===== config.mk =====
export PLATFORM = sky130hd
export DESIGN_NAME = pulse_burst_gen
export DESIGN_NICKNAME = d
export VERILOG_FILES = /design/src/rtl/pulse_burst_pkg.sv /design/src/rtl/pulse_gap_timer.sv /design/src/rtl/pulse_burst_gen.sv
export SDC_FILE = /design/constraint.sdc
export NUM_CORES = 1
export LEC_CHECK = 0
export ABC_AREA = 1
export BUFFER_PORTS_ARGS = -buffer_cell sky130_fd_sc_hd__buf_2
export CORE_MARGIN = 3
export CORE_UTILIZATION = 40
export CTS_CLUSTER_SIZE = 14
export DETAILED_ROUTE_END_ITERATION = 10
export PLACE_DENSITY_LB_ADDON = 0.3
export SYNTH_ARGS = -nofsm -noshare
export SYNTH_HDL_FRONTEND = slang
export SYNTH_SLANG_ARGS = --single-unit

===== constraint.sdc =====
create_clock -name clk -period 2 [get_ports clk]
set_input_delay 0.2 -clock clk [delete_from_list [all_inputs] [get_ports clk]]
set_output_delay 0.2 -clock clk [all_outputs]
set_load 0.03 [all_outputs]

===== src/rtl/pulse_burst_pkg.sv =====
// Shared definitions for the pulse burst generator.
// Holds the burst FSM state encoding and the default widths used by
// pulse_burst_gen and its gap timer.
// Optional feature macro used by this codebase slice: PULSE_BURST_ABORT_EN.
package pulse_burst_pkg;

   // Default widths for the burst length / remaining count and the gap timer.
   localparam int DEFAULT_CNT_W = 7;
   localparam int DEFAULT_GAP_W = 16;

   // Burst sequencer states.
   typedef enum logic [1:0] {
      IDLE  = 2'd0,
      PULSE = 2'd1,
      GAP   = 2'd2,
      DONE  = 2'd3
   } burst_state_e;

endpackage


===== src/rtl/pulse_gap_timer.sv =====
// Down-counter that times the low cycles between strobes.
// Ports:
//   clk      - clock, all logic on posedge
//   rst      - synchronous active-high reset
//   load     - load load_val into the counter (has priority over enable)
//   enable   - count down by one this cycle
//   load_val - number of gap cycles to time, GAP_W bits
//   expire   - high in the final cycle of the timed gap
// The counter holds the number of gap cycles still to go, including the
// current one, so expire fires when it reads 1. This keeps the full
// GAP_W range usable: a load of all-ones times exactly 2^GAP_W-1 cycles.
module pulse_gap_timer #(
   parameter int GAP_W = pulse_burst_pkg::DEFAULT_GAP_W
) (
   input  logic             clk,
   input  logic             rst,
   input  logic             load,
   input  logic             enable,
   input  logic [GAP_W-1:0] load_val,
   output logic             expire
);

   logic [GAP_W-1:0] cnt_q;
   logic [GAP_W-1:0] cnt_d;

   // Next count: load wins, otherwise decrement while enabled, saturating at zero.
   always_comb begin
      cnt_d = cnt_q;
      if (load) begin
         cnt_d = load_val;
      end else if (enable && (cnt_q != '0)) begin
         cnt_d = cnt_q - GAP_W'(1);
      end
   end

   // Counter register.
   always_ff @(posedge clk) begin
      if (rst) begin
         cnt_q <= '0;
      end else begin
         cnt_q <= cnt_d;
      end
   end

   assign expire = (cnt_q == GAP_W'(1));

endmodule


===== src/rtl/pulse_burst_gen.sv =====
// Pulse burst generator: on an accepted start it emits num single-cycle
// count strobes separated by gap low cycles, then a single-cycle done pulse.
// Ports:
//   clk       - clock, all logic on posedge
//   rst       - synchronous active-high reset
//   abort     - (only with PULSE_BURST_ABORT_EN) cut the burst short
//   start     - burst request, accepted only in IDLE
//   num       - strobes in the burst, latched on accept
//   gap       - low cycles between strobes, latched on accept
//   count     - registered single-cycle strobe
//   busy      - registered, high in PULSE, GAP and DONE
//   done      - registered single-cycle completion pulse
//   remaining - strobes not yet emitted in the current burst
// Macro PULSE_BURST_ABORT_EN adds the abort input.
module pulse_burst_gen
   import pulse_burst_pkg::*;
#(
   parameter int CNT_W = DEFAULT_CNT_W,
   parameter int GAP_W = DEFAULT_GAP_W
) (
   input  logic             clk,
   input  logic             rst,
`ifdef PULSE_BURST_ABORT_EN
   input  logic             abort,
`endif
   input  logic             start,
   input  logic [CNT_W-1:0] num,
   input  logic [GAP_W-1:0] gap,
   output logic             count,
   output logic             busy,
   output logic             done,
   output logic [CNT_W-1:0] remaining
);

   burst_state_e     state_q;
   burst_state_e     state_d;
   logic [CNT_W-1:0] remaining_q;
   logic [CNT_W-1:0] remaining_d;
   logic [GAP_W-1:0] gap_q;
   logic [GAP_W-1:0] gap_d;
   logic             count_q;
   logic             busy_q;
   logic             done_q;
   logic             abort_req;
   logic             tmr_load;
   logic             tmr_enable;
   logic             tmr_expire;

`ifdef PULSE_BURST_ABORT_EN
   assign abort_req = abort;
`else
   assign abort_req = 1'b0;
`endif

   // The timer runs only while sitting in GAP; it is loaded on the PULSE->GAP step.
   assign tmr_enable = (state_q == GAP);

   pulse_gap_timer #(
      .GAP_W (GAP_W)
   ) u_gap_timer (
      .clk      (clk),
      .rst      (rst),
      .load     (tmr_load),
      .enable   (tmr_enable),
      .load_val (gap_q),
      .expire   (tmr_expire)
   );

   // Next-state logic. remaining is decremented on the edge that enters
   // PULSE, so during each strobe cycle it already excludes that strobe
   // and reads 0 during the last one.
   always_comb begin
      state_d     = state_q;
      remaining_d = remaining_q;
      gap_d       = gap_q;
      tmr_load    = 1'b0;
      case (state_q)
         IDLE: begin
            if (start) begin
               gap_d = gap;
               if (num == '0) begin
                  state_d     = DONE;
                  remaining_d = '0;
               end else begin
                  state_d     = PULSE;
                  remaining_d = num - CNT_W'(1);
               end
            end
         end
         PULSE: begin
            if (abort_req) begin
               state_d     = DONE;
               remaining_d = '0;
            end else if (remaining_q == '0) begin
               state_d = DONE;
            end else if (gap_q == '0) begin
               state_d     = PULSE;
               remaining_d = remaining_q - CNT_W'(1);
            end else begin
               state_d  = GAP;
               tmr_load = 1'b1;
            end
         end
         GAP: begin
            if (abort_req) begin
               state_d     = DONE;
               remaining_d = '0;
            end else if (tmr_expire) begin
               state_d     = PULSE;
               remaining_d = remaining_q - CNT_W'(1);
            end
         end
         DONE: begin
            state_d     = IDLE;
            remaining_d = '0;
         end
         default: begin
            state_d     = IDLE;
            remaining_d = '0;
         end
      endcase
   end

   // State and output registers; the outputs are decoded from the next
   // state so they line up with the state they describe.
   always_ff @(posedge clk) begin
      if (rst) begin
         state_q     <= IDLE;
         remaining_q <= '0;
         gap_q       <= '0;
         count_q     <= 1'b0;
         busy_q      <= 1'b0;
         done_q      <= 1'b0;
      end else begin
         state_q     <= state_d;
         remaining_q <= remaining_d;
         gap_q       <= gap_d;
         count_q     <= (state_d == PULSE);
         busy_q      <= (state_d != IDLE);
         done_q      <= (state_d == DONE);
      end
   end

   assign count     = count_q;
   assign busy      = busy_q;
   assign done      = done_q;
   assign remaining = remaining_q;

endmodule


-- Yosys cells after proc, flatten, opt, wreduce, memory -nomap -nowiden
Index checks and enable logic that the tools add are counted.
- bits in registers: 44
- logic and storage cells: 47
- $add $sub $neg: 3
- equality and inequality tests: 10
- mux-type cells: 17
- reduce and logical (&&, ||, !) cells: 10
- operators by type and width (cell ; number):
    two-way mux 7 bit ; 5
    two-way mux 16 bit ; 2
    one-hot mux 7 bit (4 select lines) ; 1
    == test 16 x 1 -> 1 bit (second input constant) ; 1
    logical NOT 16 bit ; 1
    nonzero test 16 bit ; 1
    subtractor 16 x 1 -> 16 bit (second input constant) ; 1
    logical NOT 7 bit ; 2
    subtractor 7 x 1 -> 7 bit (second input constant) ; 2
    two-way mux 2 bit ; 5
    inequality test 2 bit (second input constant) ; 4
    one-hot mux 2 bit (4 select lines) ; 1
    == test 2 bit (second input constant) ; 3
    == test 2 x 1 -> 1 bit (second input constant) ; 2
    AND reduction 4 bit ; 1
    nonzero test 2 bit ; 2
    two-way mux 1 bit ; 3
    logical NOT 2 bit ; 1
    AND reduction 2 bit ; 1
    logical AND 1 bit ; 1

-- Depth between registers and ports, before layout
- depth in word-level cells: 5
- mapped depth: 12
- mapped depth without buffers: 12

-- By module
From an unflattened synthesis, not the netlist that was laid out.
- cells, all modules: 442
- area, all modules: 2805.2 µm²
- by module, submodules not included (module ; times used ; cells each ; area an instance (µm²)):
    pulse_burst_gen ; 1 ; 229 ; 1537.7
    pulse_gap_timer ; 1 ; 213 ; 1267.5

-- Worst setup path before layout
Ideal clock, no wire load.
- path kind: flip-flop to flip-flop
- start: reg remaining_q[0], in the netlist remaining[0]
- end: reg u_gap_timer.cnt_q[3]
- library setup time: 0.056 ns
- arrival: 1.730 ns
- data required time: 1.944 ns
- slack: 0.214 ns
- cell stages (with the launch flop): 13
- path buffers: 1
- clock period less this slack: 1.786 ns
- cell sequence: dfxtp_1 -> inv_1 -> ha_1 -> nand2_1 -> nor2_1 -> nand2_2 -> nand2_1 -> nor2_4 -> buf_2 -> nand2_1 -> nand3_1 -> nand2_1 -> inv_1
- word-level cells in the longest chain between the ends: 4
- RTL lines (element ; line ; source):
    from (decl) ; pulse_burst_gen.sv:37 ; logic [CNT_W-1:0] remaining_q;
    from (signal assigned) ; pulse_burst_gen.sv:136 ; remaining_q <= remaining_d;
    logical NOT 7 bit (*) ; pulse_burst_gen.sv:94 ; end else if (remaining_q == '0) begin
    two-way mux 1 bit (*) ; pulse_burst_gen.sv:94 ;
    two-way mux 1 bit (*) ; pulse_burst_gen.sv:77 ; case (state_q)
    two-way mux 16 bit or nonzero test 2 bit (tied branches) ; n/a ;
    to (signal assigned) ; pulse_gap_timer.sv:41 ; cnt_q <= cnt_d;
    to (decl) ; pulse_gap_timer.sv:23 ; logic [GAP_W-1:0] cnt_q;
Every way passes the cells marked *; elsewhere a longest branch is shown, timed or not.
A chain may end at the register's enable or synchronous reset.

-- Worst setup path in the final report
- start: reg u_gap_timer.cnt_q[0]
- end: reg u_gap_timer.cnt_q[0]
- word-level cells in the longest chain between the ends: 3
- RTL lines (element ; line ; source):
    subtractor 16 x 1 -> 16 bit or nonzero test 16 bit (tied branches) ; pulse_gap_timer.sv:32, pulse_gap_timer.sv:31 ;
    two-way mux 16 bit or logical AND 1 bit (tied branches) ; pulse_gap_timer.sv:31 ; end else if (enable && (cnt_q != '0)) begin
    two-way mux 16 bit or nonzero test 2 bit (tied branches) ; n/a ;
Parallel ways exist; a longest one is shown, timed or not. The select of a mux whose other input is x is not followed.

==> impl_summary.md <==
Logic synthesis
The sequential-to-total area share from yosys stat is between 30% and 40%. Of the post-synthesis cell area, the dominant cell type holds 30.95%. The post-synthesis cell count is 464. Synthesis inferred 44 register bits.

Yosys mapped a number of flops with a built-in enable equal to 0. The unique cell type count in the Yosys netlist is 26. The post-synthesis area per instance is a little over 6 um2. The cell taking the most area after synthesis is sky130_fd_sc_hd__dfxtp_1. For this run, asynchronously set or reset flops after synthesis account for 0%. The number of nets handed over by synthesis was 499. The prevailing post-synth register cell is sky130_fd_sc_hd__dfxtp_1. After synthesis, the cell types taking the most area are sky130_fd_sc_hd__dfxtp_1 (31%), sky130_fd_sc_hd__nand2_1 (16%), sky130_fd_sc_hd__nor2_1 (13%). In this run the cell area of the synthesized design comes to around 0.0028 mm2.

The Yosys step of the flow raised 0 warnings.

Global route
The maximum number of pins on one net before global-route repair is 41. The global route total overflow is 0. The global-route wire length before repair is approximately 11000 um.

The via count of the first global-routing pass was roughly 2600. The initial antenna violation count is 0. The total global-route track usage is between 10% and 20%.

Layout
From synthesis to final layout, the design area changed by 12.53%. The final layout contains between 500 and 600 nets. Leaving out fill and tap cells, the most frequent cell in the layout is sky130_fd_sc_hd__nand2_1. The number of diodes is 0. The final non-filler cell total is 594. In the final layout, the share of cells above drive strength 1 is 14.86%. In the layout the commonest cells are sky130_fd_sc_hd__nand2_1 (120), sky130_fd_sc_hd__nor2_1 (102), sky130_fd_sc_hd__nand3_1 (58). The utilization after layout is between 40% and 50%. The final instance area is 0.003203 mm2.

Critical path
The signal on the critical path passes through inv_1 > ha_1 > nand2_2 > nor2_4 > nand2_2 > nand2_2 > buf_4 > nor2_1 > nand2_1 > nand3_1 > nand2_1 > inv_1. The slowest stage of the critical path is the sky130_fd_sc_hd__dfxtp_1 cell. The worst setup path is captured at a flop. Broken down by cell family, the worst path's largest delay share belongs to simple AND/OR/NAND/NOR gates. The cell occurring most often along the worst timing path is sky130_fd_sc_hd__nand2_2. The startpoint of the worst setup timing path is u_gap_timer.cnt_q[0]. Counting both buffers and inverters, the worst setup path holds a total of 3. Along the worst path, the maximum fanout reaches 14. The critical setup path kind is reg2reg.

The launching element type of the critical path is a flop. The data arrival time of the critical path is roughly 2 ns. For the worst setup path, the data required time is about 2.2 ns. The delay of the slowest critical-path stage is between 0.3 and 0.4 ns. The origin of the critical flop-to-flop path is u_gap_timer.cnt_q[0].

Drt
The number of vias after detailed routing is roughly 2800. In this run the remaining antenna-violating nets after routing total 0. The average routed wire per standard cell is 10.82 um. For this block, the routed nets add up to around 6400 um of wire. Using the TritonRoute via totals, the vias-per-cell ratio works out to roughly 4.8. The number of DRC markers in iteration 0 is 141. The first-pass detailed-route iteration total is 4.

After detailed routing, the number of remaining DRC violations is 0.

Floorplan
The total area inside the core boundary comes to approximately 0.007 mm2. The die is ~90 um wide. For this configuration, the core starts out at a cell density of 41.67%.

The die footprint is between 0.008 and 0.009 mm2. The y dimension of the die is around 90 um. Pin placement for this block handled 36 I/O pins. The initialized floorplan defines 30 standard-cell rows.

Clock tree
The clock-pin slew reported for the worst setup and hold paths after clock tree synthesis is 0.10 ns. TritonCTS built the clock tree. CTS placed an instance of sky130_fd_sc_hd__clkbuf_8 at the clock tree root. Counting the buffers created by CTS gives 5. The clock latency reported for the late side of the worst-skew pair is 0.31 ns. CTS saw 44 sinks. In this run the deepest clock path goes through 2 buffers. The total of hold buffers inserted after clock tree synthesis is 0. The clock tree synthesis step divided the H-tree into 2 levels.

STA
Subtracting the final worst setup slack from the clock period gives roughly 1.8 ns. For the pin with the worst max-slew slack, the measured transition is ~0.45 ns. The number of failing setup endpoints in the final timing report is 0. The number of hold-slack violations in the final timing report came to 0. For the final database, setup skew stands at between 0.01 and 0.015 ns. For the final routed database, the setup TNS stands at 0 ns. Setup repair after global routing left no endpoint under its margin. The number of slew-limit violations in the final report is 0. The relative slew slack is about 70%.

Derived from the worst setup path, the maximum achievable clock frequency is about 0.56 GHz. In the finished design, the share of the clock period the worst path needs comes to between 80% and 90%.

Placement
Summing all placed instances gives a cell area of a little over 0.003 mm2. The number of placed instances, taps included is between 500 and 600. The wire-length estimate of the detail-placed layout is 4817 um. The count of buffers added on input and output ports is 35. The global placement routability congestion is 0.8518.

Pwr
The total power after layout is about 4.8 mW. The worst voltage drop across the vdd grid is around 640 uV. The power per cell area is roughly 1500 mW/mm2.

The analysis attributes to cell leakage a power of 1.722 nW.

Run
The count of max-cap constraint violations is 0.

Outcome
The flow ran to the end, and the final reports show no timing, DRC or antenna violations.

Min path
The startpoint of the worst hold path is gap[15]. The worst hold path belongs to the class in2reg.
==> logic make-up after synthesis <==
logic type               share of synthesized area [%]
AO/OA/AOI/OAI                                    5.890
XOR/XNOR                                         1.846
adder cells (fa/ha/maj)                          3.956
flip-flops                                       30.94
buffers and inverters                            10.20
AND/OR/NAND/NOR                                  47.17
==> flip-flops by register name, indices dropped and copies added, names as in the netlist <==
name	cells
state_q	2
remaining	7
u_gap_timer.cnt_q	16
gap_q	16
done	1
busy	1
count	1
==> per-stage QoR <==
| stage | worst slack (ns) | hold slack (ns) |
|---|---|---|
| finish | 0.2184 | 0.1305 |
| CTS | 0.1994 | 0.1281 |
| floorplan | 0.2140 | 0.3662 |
| detailed placement | 0.2156 | 0.4577 |
| global placement | 0.2044 | 0.4471 |
| global route | 0.04925 | 0.1477 |
==> path summary, 6_finish.rpt <==
kind                               end  slack [ns]  depth (start not counted)
setup / recovery  u_gap_timer.cnt_q[0]        0.22                         12
hold / removal               gap_q[15]        0.13                          3
setup reg to reg  u_gap_timer.cnt_q[0]        0.22                         12
hold reg to reg               gap_q[3]        0.51                          2
==> timing repair <==
item	CTS	global route
setup buffers	0	0
setup endpoints to repair	0	3
resized for setup	0	1
==> final cells by class <==
cell class	instances	area [um2]
fillers	762	3628
multi-input cells	351	1678
flip-flops and latches	44	880.8
repair buffers	39	217.7
inverters	56	211.5
well taps	96	120.1
clock buffers	5	68.82
clock inverters	3	26.28
==> worst reg2reg max path, delay by kind of cell (launching register included) <==
kind	cells	cell delay, ns
AND/OR/NAND/NOR	8	0.76
buffers and inverters	3	0.37
flip-flops	1	0.35
adder cells (fa/ha/maj)	1	0.20
==> power breakdown <==
part           switching (mW)  leakage, nW  total (mW)  internal [mW]
Clock                   0.353       0.0491       0.611          0.258
Sequential              0.211        0.362        1.31           1.09
Combinational            1.84         1.31        2.85           1.01
==> synthesized netlist by cell type (2+ instances only) <==
master / n
sky130_fd_sc_hd__nand2_1: 121
sky130_fd_sc_hd__buf_2: 6
sky130_fd_sc_hd__nand3_1: 58
sky130_fd_sc_hd__a21oi_1: 4
sky130_fd_sc_hd__nor2_2: 2
sky130_fd_sc_hd__inv_2: 2
sky130_fd_sc_hd__nor2_4: 3
sky130_fd_sc_hd__buf_6: 3
sky130_fd_sc_hd__clkbuf_1: 4
sky130_fd_sc_hd__dfxtp_1: 44
sky130_fd_sc_hd__o21bai_1: 2
sky130_fd_sc_hd__ha_1: 9
sky130_fd_sc_hd__xnor2_1: 3
sky130_fd_sc_hd__nor2_1: 102
sky130_fd_sc_hd__inv_1: 53
sky130_fd_sc_hd__xor2_1: 3
sky130_fd_sc_hd__o21ai_0: 22
sky130_fd_sc_hd__nand2_2: 6
sky130_fd_sc_hd__nand3_2: 10
==> metal layers <==
layer	global-route usage [%]	vias up	wire length [um]
met4	3.954	0	49
met2	26.63	53	2915
met5	0	-	0
met1	22.08	1268	3216
li1	-	1502	-
met3	2.833	6	244
Power figures use the tool's default switching activity.
